===== src/rtl/wdt_bus_ctrl.sv =====
// wdt_bus_ctrl: CPU I/O bus front end for the watchdog timer.
// Decodes byte accesses into watchdog byte-lane strobes, makes 16-bit
// counter/reload accesses atomic through temp/snapshot bytes, and provides
// a key-sequence kick (0x55, 0xAA) that reloads the counter.
// Optional feature macro: WDT_CTRL_LOCK_EN enables the write-protection FSM
// (0x55, 0xCC unlock, WINDOW-cycle write window, key_violation pulses).
// Without it, protected writes are always accepted and key_violation stays 0.
module wdt_bus_ctrl #(
    parameter int WINDOW = 16
) (
    input  logic        clk,
    input  logic        reset,
    input  logic [2:0]  addr,
    input  logic [7:0]  wdata,
    input  logic        wr,
    input  logic        rd,
    output logic [7:0]  rdata,
    input  logic [15:0] counter_out,
    input  logic [15:0] reload_out,
    input  logic [7:0]  config_out,
    output logic [15:0] counter_in,
    output logic [15:0] reload_in,
    output logic [7:0]  config_in,
    output logic [1:0]  counter_write,
    output logic [1:0]  reload_write,
    output logic        config_write,
    output logic        key_violation
);

`ifdef WDT_CTRL_LOCK_EN
    localparam bit LOCK_EN = 1'b1;
`else
    localparam bit LOCK_EN = 1'b0;
`endif

    typedef enum logic [1:0] {
        ST_LOCKED = 2'd0,
        ST_KEY1   = 2'd1,
        ST_OPEN   = 2'd2
    } state_t;

    state_t     state_r;
    logic [7:0] win_r;
    logic [7:0] cnt_tmp_r;
    logic [7:0] rld_tmp_r;
    logic [7:0] cnt_snap_r;
    logic [7:0] rld_snap_r;
    logic       wr_ok_s;

    // Protected registers are writable only inside the open window when locking is built in.
    assign wr_ok_s = (!LOCK_EN) || (state_r == ST_OPEN);

    // Protection FSM, write decode, read mux and all registered outputs.
    always_ff @(posedge clk) begin
        if (reset) begin
            state_r       <= ST_LOCKED;
            win_r         <= 8'd0;
            cnt_tmp_r     <= 8'd0;
            rld_tmp_r     <= 8'd0;
            cnt_snap_r    <= 8'd0;
            rld_snap_r    <= 8'd0;
            rdata         <= 8'd0;
            counter_in    <= 16'd0;
            reload_in     <= 16'd0;
            config_in     <= 8'd0;
            counter_write <= 2'b00;
            reload_write  <= 2'b00;
            config_write  <= 1'b0;
            key_violation <= 1'b0;
        end else begin
            // Strobes and violation are single-cycle pulses.
            counter_write <= 2'b00;
            reload_write  <= 2'b00;
            config_write  <= 1'b0;
            key_violation <= 1'b0;

            // Window countdown: the edge that sees win_r == 1 is the last
            // accepting edge; a write on it still lands, then we relock.
            if (state_r == ST_OPEN) begin
                win_r <= win_r - 8'd1;
                if (win_r <= 8'd1) begin
                    state_r <= ST_LOCKED;
                end
            end

            if (wr) begin
                if ((addr <= 3'd4) && !wr_ok_s) begin
                    // Dropped protected write; a pending first key is abandoned.
                    key_violation <= 1'b1;
                    if (state_r == ST_KEY1) begin
                        state_r <= ST_LOCKED;
                    end
                end else begin
                    case (addr)
                        3'd0: begin
                            cnt_tmp_r <= wdata;
                            if (state_r == ST_KEY1) begin
                                state_r <= ST_LOCKED;
                            end
                        end
                        3'd1: begin
                            counter_in    <= {wdata, cnt_tmp_r};
                            counter_write <= 2'b11;
                            state_r       <= ST_LOCKED;
                        end
                        3'd2: begin
                            rld_tmp_r <= wdata;
                            if (state_r == ST_KEY1) begin
                                state_r <= ST_LOCKED;
                            end
                        end
                        3'd3: begin
                            reload_in    <= {wdata, rld_tmp_r};
                            reload_write <= 2'b11;
                            state_r      <= ST_LOCKED;
                        end
                        3'd4: begin
                            config_in    <= wdata;
                            config_write <= 1'b1;
                            state_r      <= ST_LOCKED;
                        end
                        3'd5: begin
                            case (state_r)
                                ST_LOCKED: begin
                                    if (wdata == 8'h55) begin
                                        state_r <= ST_KEY1;
                                    end else begin
                                        key_violation <= LOCK_EN;
                                    end
                                end
                                ST_KEY1: begin
                                    if (wdata == 8'hCC) begin
                                        if (LOCK_EN) begin
                                            state_r <= ST_OPEN;
                                            win_r   <= 8'(WINDOW);
                                        end else begin
                                            state_r <= ST_LOCKED;
                                        end
                                    end else if (wdata == 8'hAA) begin
                                        counter_in    <= reload_out;
                                        counter_write <= 2'b11;
                                        state_r       <= ST_LOCKED;
                                    end else begin
                                        key_violation <= LOCK_EN;
                                        state_r       <= ST_LOCKED;
                                    end
                                end
                                default: begin
                                    state_r <= ST_LOCKED;
                                end
                            endcase
                        end
                        default: begin
                            // Unused addresses: write ignored, no violation.
                        end
                    endcase
                end
            end else if (rd) begin
                case (addr)
                    3'd0: begin
                        rdata      <= counter_out[7:0];
                        cnt_snap_r <= counter_out[15:8];
                    end
                    3'd1: rdata <= cnt_snap_r;
                    3'd2: begin
                        rdata      <= reload_out[7:0];
                        rld_snap_r <= reload_out[15:8];
                    end
                    3'd3: rdata <= rld_snap_r;
                    3'd4: rdata <= config_out;
                    3'd5: rdata <= {6'd0, state_r};
                    default: rdata <= 8'd0;
                endcase
            end
        end
    end

endmodule

===== config.mk =====
export PLATFORM = sky130hd
export DESIGN_NAME = wdt_bus_ctrl
export DESIGN_NICKNAME = d
export VERILOG_FILES = /design/src/rtl/wdt_bus_ctrl.sv
export SDC_FILE = /design/constraint.sdc
export NUM_CORES = 1
export LEC_CHECK = 0
export BUFFER_PORTS_ARGS = -buffer_cell sky130_fd_sc_hd__buf_2
export CAP_MARGIN = 20
export CORE_ASPECT_RATIO = 0.75
export CORE_MARGIN = 3
export CORE_UTILIZATION = 47
export CTS_BUF_LIST = sky130_fd_sc_hd__clkbuf_16
export CTS_CLUSTER_SIZE = 16
export DETAILED_ROUTE_END_ITERATION = 12
export HOLD_SLACK_MARGIN = 0.06
export MAX_ROUTING_LAYER = met4
export PLACE_DENSITY = 0.77
export SLEW_MARGIN = 25
export SYNTH_ARGS = -nofsm -noshare
export SYNTH_HDL_FRONTEND = slang
export SYNTH_SLANG_ARGS = --single-unit

===== constraint.sdc =====
create_clock -name clk -period 1.3 [get_ports clk]
set_input_delay 0.065 -clock clk [delete_from_list [all_inputs] [get_ports clk]]
set_output_delay 0.065 -clock clk [all_outputs]
set_load 0.1 [all_outputs]

* After elaboration in Yosys (flattened, before gate mapping)
Index checks and enable logic that the tools add are counted.
** Word-level totals
- Register bits :: 95
- Bits in latches :: 0
- Memory bits (writable) :: 0
- ROM bits :: 0
- Input port bits :: 55
- Output and inout port bits :: 54
- Logic and storage cells :: 61
- Memories :: 0
** Operators by class
- Add/sub/neg operators :: 1
- $mul :: 0
- Div/mod/pow operators :: 0
- Magnitude comparators :: 1
- Equal/unequal tests :: 13
- Shift-type cells :: 0
- Mux-type cells :: 18
- Bitwise operators :: 1
- Reductions and logical operators :: 14
** Operators with widths (count)
- 16-bit two-way mux :: 3
- 8-bit case mux with 6 select lines :: 1
- 16-bit case mux with 2 select lines :: 1
- 2-bit two-way mux :: 10
- 8-bit == test (second input constant) :: 2
- 2-bit AND reduction :: 5
- 8-bit by 7-bit == test with 1-bit output (second input constant) :: 1
- 8-bit by 1-bit less-or-equal comparator with 1-bit output (second input constant) :: 1
- 8-bit by 1-bit subtractor with 8-bit output (second input constant) :: 1
- 3-bit by 2-bit == test with 1-bit output (second input constant) :: 2
- 3-bit == test (second input constant) :: 2
- 2-bit != test (second input constant) :: 3
- 2-bit case mux with 3 select lines :: 1
- 3-bit AND reduction :: 2
- 5-bit AND reduction :: 1
- 2-bit case mux with 2 select lines :: 1
- 2-bit OR reduction :: 2
- 3-bit by 1-bit == test with 1-bit output (second input constant) :: 1
- 3-bit zero test :: 1
- 3-bit OR reduction :: 1
- 2-bit by 1-bit == test with 1-bit output (second input constant) :: 1
- 2-bit == test (second input constant) :: 1
- 2-bit zero test :: 1
- 2-bit nonzero test :: 1
- other kinds (2) :: 2

* Logic depth before layout (Yosys ltp)
- Word-level depth :: 7
- Depth in mapped cells :: 8
- Depth with buffers taken out :: 6

* Worst setup path before layout
Ideal clock, no wire load.
- Kind :: register -> register
- Start point :: register state_r[1]
- End point :: register counter_in[10]
- Arrival :: 1326 ps
- Data required time :: 1179 ps
- Path slack :: -147 ps
- Stages on the path, launching flop included :: 5
- Buffers on the path :: 1
- Path through :: dfxtp_1 -> nor3_2 -> a32oi_4 -> buf_6 -> mux2_4
** On the way
- Cells in the longest elaborated chain, start to end :: 3
** Ends and longest elaborated chain
- start: declaration :: RTL line 42 : state_t state_r;
- start signal: assignment :: RTL line 56 : state_r <= ST_LOCKED;
- start signal: assignment :: RTL line 82 : state_r <= ST_LOCKED;
- start signal: assignment :: RTL line 91 : state_r <= ST_LOCKED;
- 2-bit by 1-bit == test with 1-bit output :: RTL line 123 : case (state_r)
- 2-bit != test (no line)
- 5-bit AND reduction (no line)
- end signal: assignment :: RTL line 102 : counter_in <= {wdata, cnt_tmp_r};
- end signal: assignment :: RTL line 140 : counter_in <= reload_out;
- end: declaration :: RTL line 21 : output logic [15:0] counter_in,
No other way between the ends.
A chain may end at the register's enable or synchronous reset.

* Worst setup path after layout
- Start point :: register state_r[1]
- End point :: register counter_in[2]
Same word-level chain as after synthesis.

==> results.sh <==
export IMPL_fin_worst_skew_ns=0.007414
export IMPL_grt_pass1_vias=4016
export IMPL_wl_per_cell_microns=16.16
export IMPL_worstSkewPairLatency_ns=0.34
export IMPL_cts_made_buffers=9
export IMPL_synth_compound_gate_area_share_pct=13.70
export IMPL_wl_met1_microns=5257
export IMPL_worstHoldStart="counter_out[7]"
export IMPL_ys_async_sr_fraction_pct=0
export IMPL_synth_top_area_cell="dfxtp_1"
export IMPL_synth_area_mux_share_pct=10.60
export IMPL_num_rows=29
export IMPL_synth_xor_area_share_pct=1.054
export IMPL_die_area_sq_mm=0.01002
export IMPL_status="finished with violations"
export IMPL_first_iter_violations=362
export IMPL_total_power_mw=6.274
export IMPL_synth_top_area_share_pct=44.81
export IMPL_grt_pass1_wl_microns=19210
export IMPL_synthSimpleGateAreaFrac_pct=24.57
export IMPL_synth_cells=491
export IMPL_p_leak_nw=2.450
export IMPL_synth_edf_count=0
export IMPL_layout_drive_gt1_share_pct=35.86
export IMPL_cp_max_fo=17
export IMPL_startpoint_type="register"
export IMPL_max_vdd_ir_drop_v=0.0006423
export IMPL_grt_ovfl_total=0
export IMPL_ys_warn_count=0
export IMPL_clkTransAtPathRegs_ns=0.07
export IMPL_wl_microns=12200
export IMPL_cts_sinks=93
export IMPL_min_period_ns=1.325
export IMPL_setup_worst_path_end_class="register"
export IMPL_h_tree_depth=3
export IMPL_power_density_mw_per_mm2=1106
export IMPL_remaining_drc_errors=0
export IMPL_wl_met3_microns=1048
export IMPL_nets=699
export IMPL_fp_dieH_microns=87.43
export IMPL_avgSynthCellArea_sq_um=8.463
export IMPL_cts_tree="yes"
export IMPL_highest_layer="met4"
export IMPL_synth_top_family_by_area="simple AND/OR/NAND/NOR gates"
export IMPL_hold_ws_ns=0.07513
export IMPL_drtPass1Iterations=5
export IMPL_syn_area_sq_mm=0.004155
export IMPL_grt_util_all_layers_pct=25.04
export IMPL_initial_core_util_pct=48.73
export IMPL_reg2regPathDepth=4
export IMPL_cp_arrival_ns=1.55
export IMPL_dp_hpwl_microns=8670
export IMPL_ant_nets=0
export IMPL_syn_to_final_growth_pct=36.53
export IMPL_yosysSeqAreaShare_pct=44.81
export IMPL_rr_endpoint="counter_in[2]"
export IMPL_holdPathEnd="rdata[7]"
export IMPL_grt_antenna_before_repair=0
export IMPL_synth_fa_ha_area_share_pct=0.6022
export IMPL_hold_violations=0
export IMPL_r2r_start="state_r[1]"
export IMPL_die_width_microns=114.6
export IMPL_slowest_stage="dfxtp_4"
export IMPL_setup_slack_ns=-0.02469
export IMPL_wl_met2_microns=5608
export IMPL_mappedNetlistNets=548
export IMPL_clock_path_buffers=2
export IMPL_violations="negative setup slack"
export IMPL_hold_depth=3
export IMPL_slowest_delay_ns=0.41
export IMPL_coreArea_sq_mm=0.008527
export IMPL_ys_flop_type="dfxtp_1"
export IMPL_synthTopCellsByArea="dfxtp_1 45%, nand2_1 12%, a21oi_1 8.4%"
export IMPL_ys_ff_latch=93
export IMPL_vias=4097
export IMPL_place_worst_setup_slack_ns=-0.1200
export IMPL_rsz0062_at_grt="true"
export IMPL_rrSetupSlack_ns=-0.02
export IMPL_grt_max_degree=40
export IMPL_crit_type="register to register"
export IMPL_io_pins=109
export IMPL_drv_cap=0
export IMPL_fmax_mhz=754.9
export IMPL_final_util_pct=66.53
export IMPL_cts_root_buffer="clkbuf_16"
export IMPL_period_share_pct=101.9
export IMPL_portBuffers=107
export IMPL_hold_path_class="primary input to register"
export IMPL_yosysUniqueCellTypes=49
export IMPL_place_congestion=0.9301
export IMPL_slew_violations=0
export IMPL_crit_chain="nor3_4 -> a32oi_4 -> buf_12 -> mux2_2"
export IMPL_viasPerCell=5.426
export IMPL_required_ns=1.52
export IMPL_finalSetupViolations=17
export IMPL_n_antenna_cell=0
==> synthesized netlist by cell type (all sizes together), types with 3 or more instances <==
cell    instances
mux2i           8
clkbuf         13
nor3b           3
a21oi          70
a22oi          11
dfxtp          93
a22o            3
and3            3
nor2           27
nand2b          3
mux2           23
buf            22
nand2         131
nand3          12
nor2b          24
xor2            3
mux4            3
o21ai           5
a32oi           3
nand3b          3
==> through the flow <==
step	setup TNS, ns	std cells	instance area (sq um)
after detailed placement	-1.813	716	5066
after floorplan	-0.8008	491	4175
after CTS	-0.06186	754	5599
final	-0.3094	755	5673
after global routing	-0.6871	755	5673
after global placement	-1.245	716	5066
==> state kept, by name, summed over array words and instances, names as in the netlist <==
| signal | count |
|---|---|
| state_r | 2 |
| cnt_snap_r | 8 |
| rdata | 8 |
| config_write | 1 |
| reload_write | 1 |
| config_in | 8 |
| rld_snap_r | 8 |
| win_r | 8 |
| reload_in | 16 |
| counter_write | 1 |
| cnt_tmp_r | 8 |
| rld_tmp_r | 8 |
| counter_in | 16 |
==> kinds of logic after synthesis <==
kind of cell | count (synthesis)
buffers and inverters | 37
XOR/XNOR | 5
AO/OA/AOI/OAI | 97
other | 1
multiplexers | 34
adder cells (fa/ha/maj) | 2
flip-flops | 93
AND/OR/NAND/NOR | 222
==> area by class of cell <==
cell class / count / area [sq um]
clock buffers: 9 / 225.2
clock inverters: 7 / 56.30
fillers: 665 / 2854
inverters: 2 / 7.507
multi-input cells: 361 / 2196
flip-flops and latches: 93 / 1886
well taps: 108 / 135.1
repair buffers: 175 / 1167
==> metal layers <==
metal / up-vias / GRT usage (%)
met5: - / -
met4: 0 / 8.306
li1: 1961 / -
met2: 176 / 39.46
met1: 1929 / 31.86
met3: 31 / 5.833
==> worst max-delay path: cells and delay by family, from the launching register on <==
kind                   cells  cell delay [ns]
AOI/OAI and AO/OA          1             0.20
muxes                      1             0.34
buffers and inverters      1             0.20
DFF                        1             0.41
and+or+nand+nor            1             0.06
==> placed cells by master (no fill, tap or decap), drive strengths merged, types with 2 or more instances in the layout <==
master / count
a311oi: 2
a21oi: 70
buf: 154
and3b: 2
or2: 2
nor3b: 3
nand3: 12
clkinvlp: 3
nor2: 27
a32oi: 3
o21ai: 5
inv: 5
clkbuf: 9
nand2: 131
nor4: 2
nand2b: 3
nor2b: 24
mux2: 23
xnor2: 2
a22o: 3
ha: 2
dlygate4sd3: 21
dfxtp: 93
nand3b: 3
and3: 3
mux4: 3
xor2: 3
mux2i: 8
a22oi: 11
==> worst max-delay path by stage <==
| stage | startpoint | end | slack, ns | depth (start not counted) |
|---|---|---|---|---|
| 6_report | state_r[1] | counter_in[2] | -0.02 | 4 |
| 5_1_grt | win_r[3] | win_r[7] | -0.07 | 4 |
| 4_1_cts | state_r[0] | state_r[0] | -0.01 | 3 |
| 3_5_place_dp | addr[0] | counter_in[13] | -0.12 | 6 |
| 3_3_place_gp | addr[0] | counter_in[14] | -0.10 | 6 |
| 2_1_floorplan | state_r[0] | counter_in[10] | -0.09 | 5 |
==> where the power goes <==
| part | internal, mW | switching (mW) |
|---|---|---|
| Combinational | 0.314 | 0.564 |
| Clock | 1.32 | 1.16 |
| Sequential | 2.89 | 0.0245 |
==> timing repair <==
action / CTS / global route
buffers inserted: 1 / 1
pin swaps: 2 / 5
resized for setup: 7 / 14
endpoints found under the setup margin: 21 / 23
hold endpoints to repair: 21 / 0
hold buffers: 21 / 0
(Power assumes the default switching activity.)
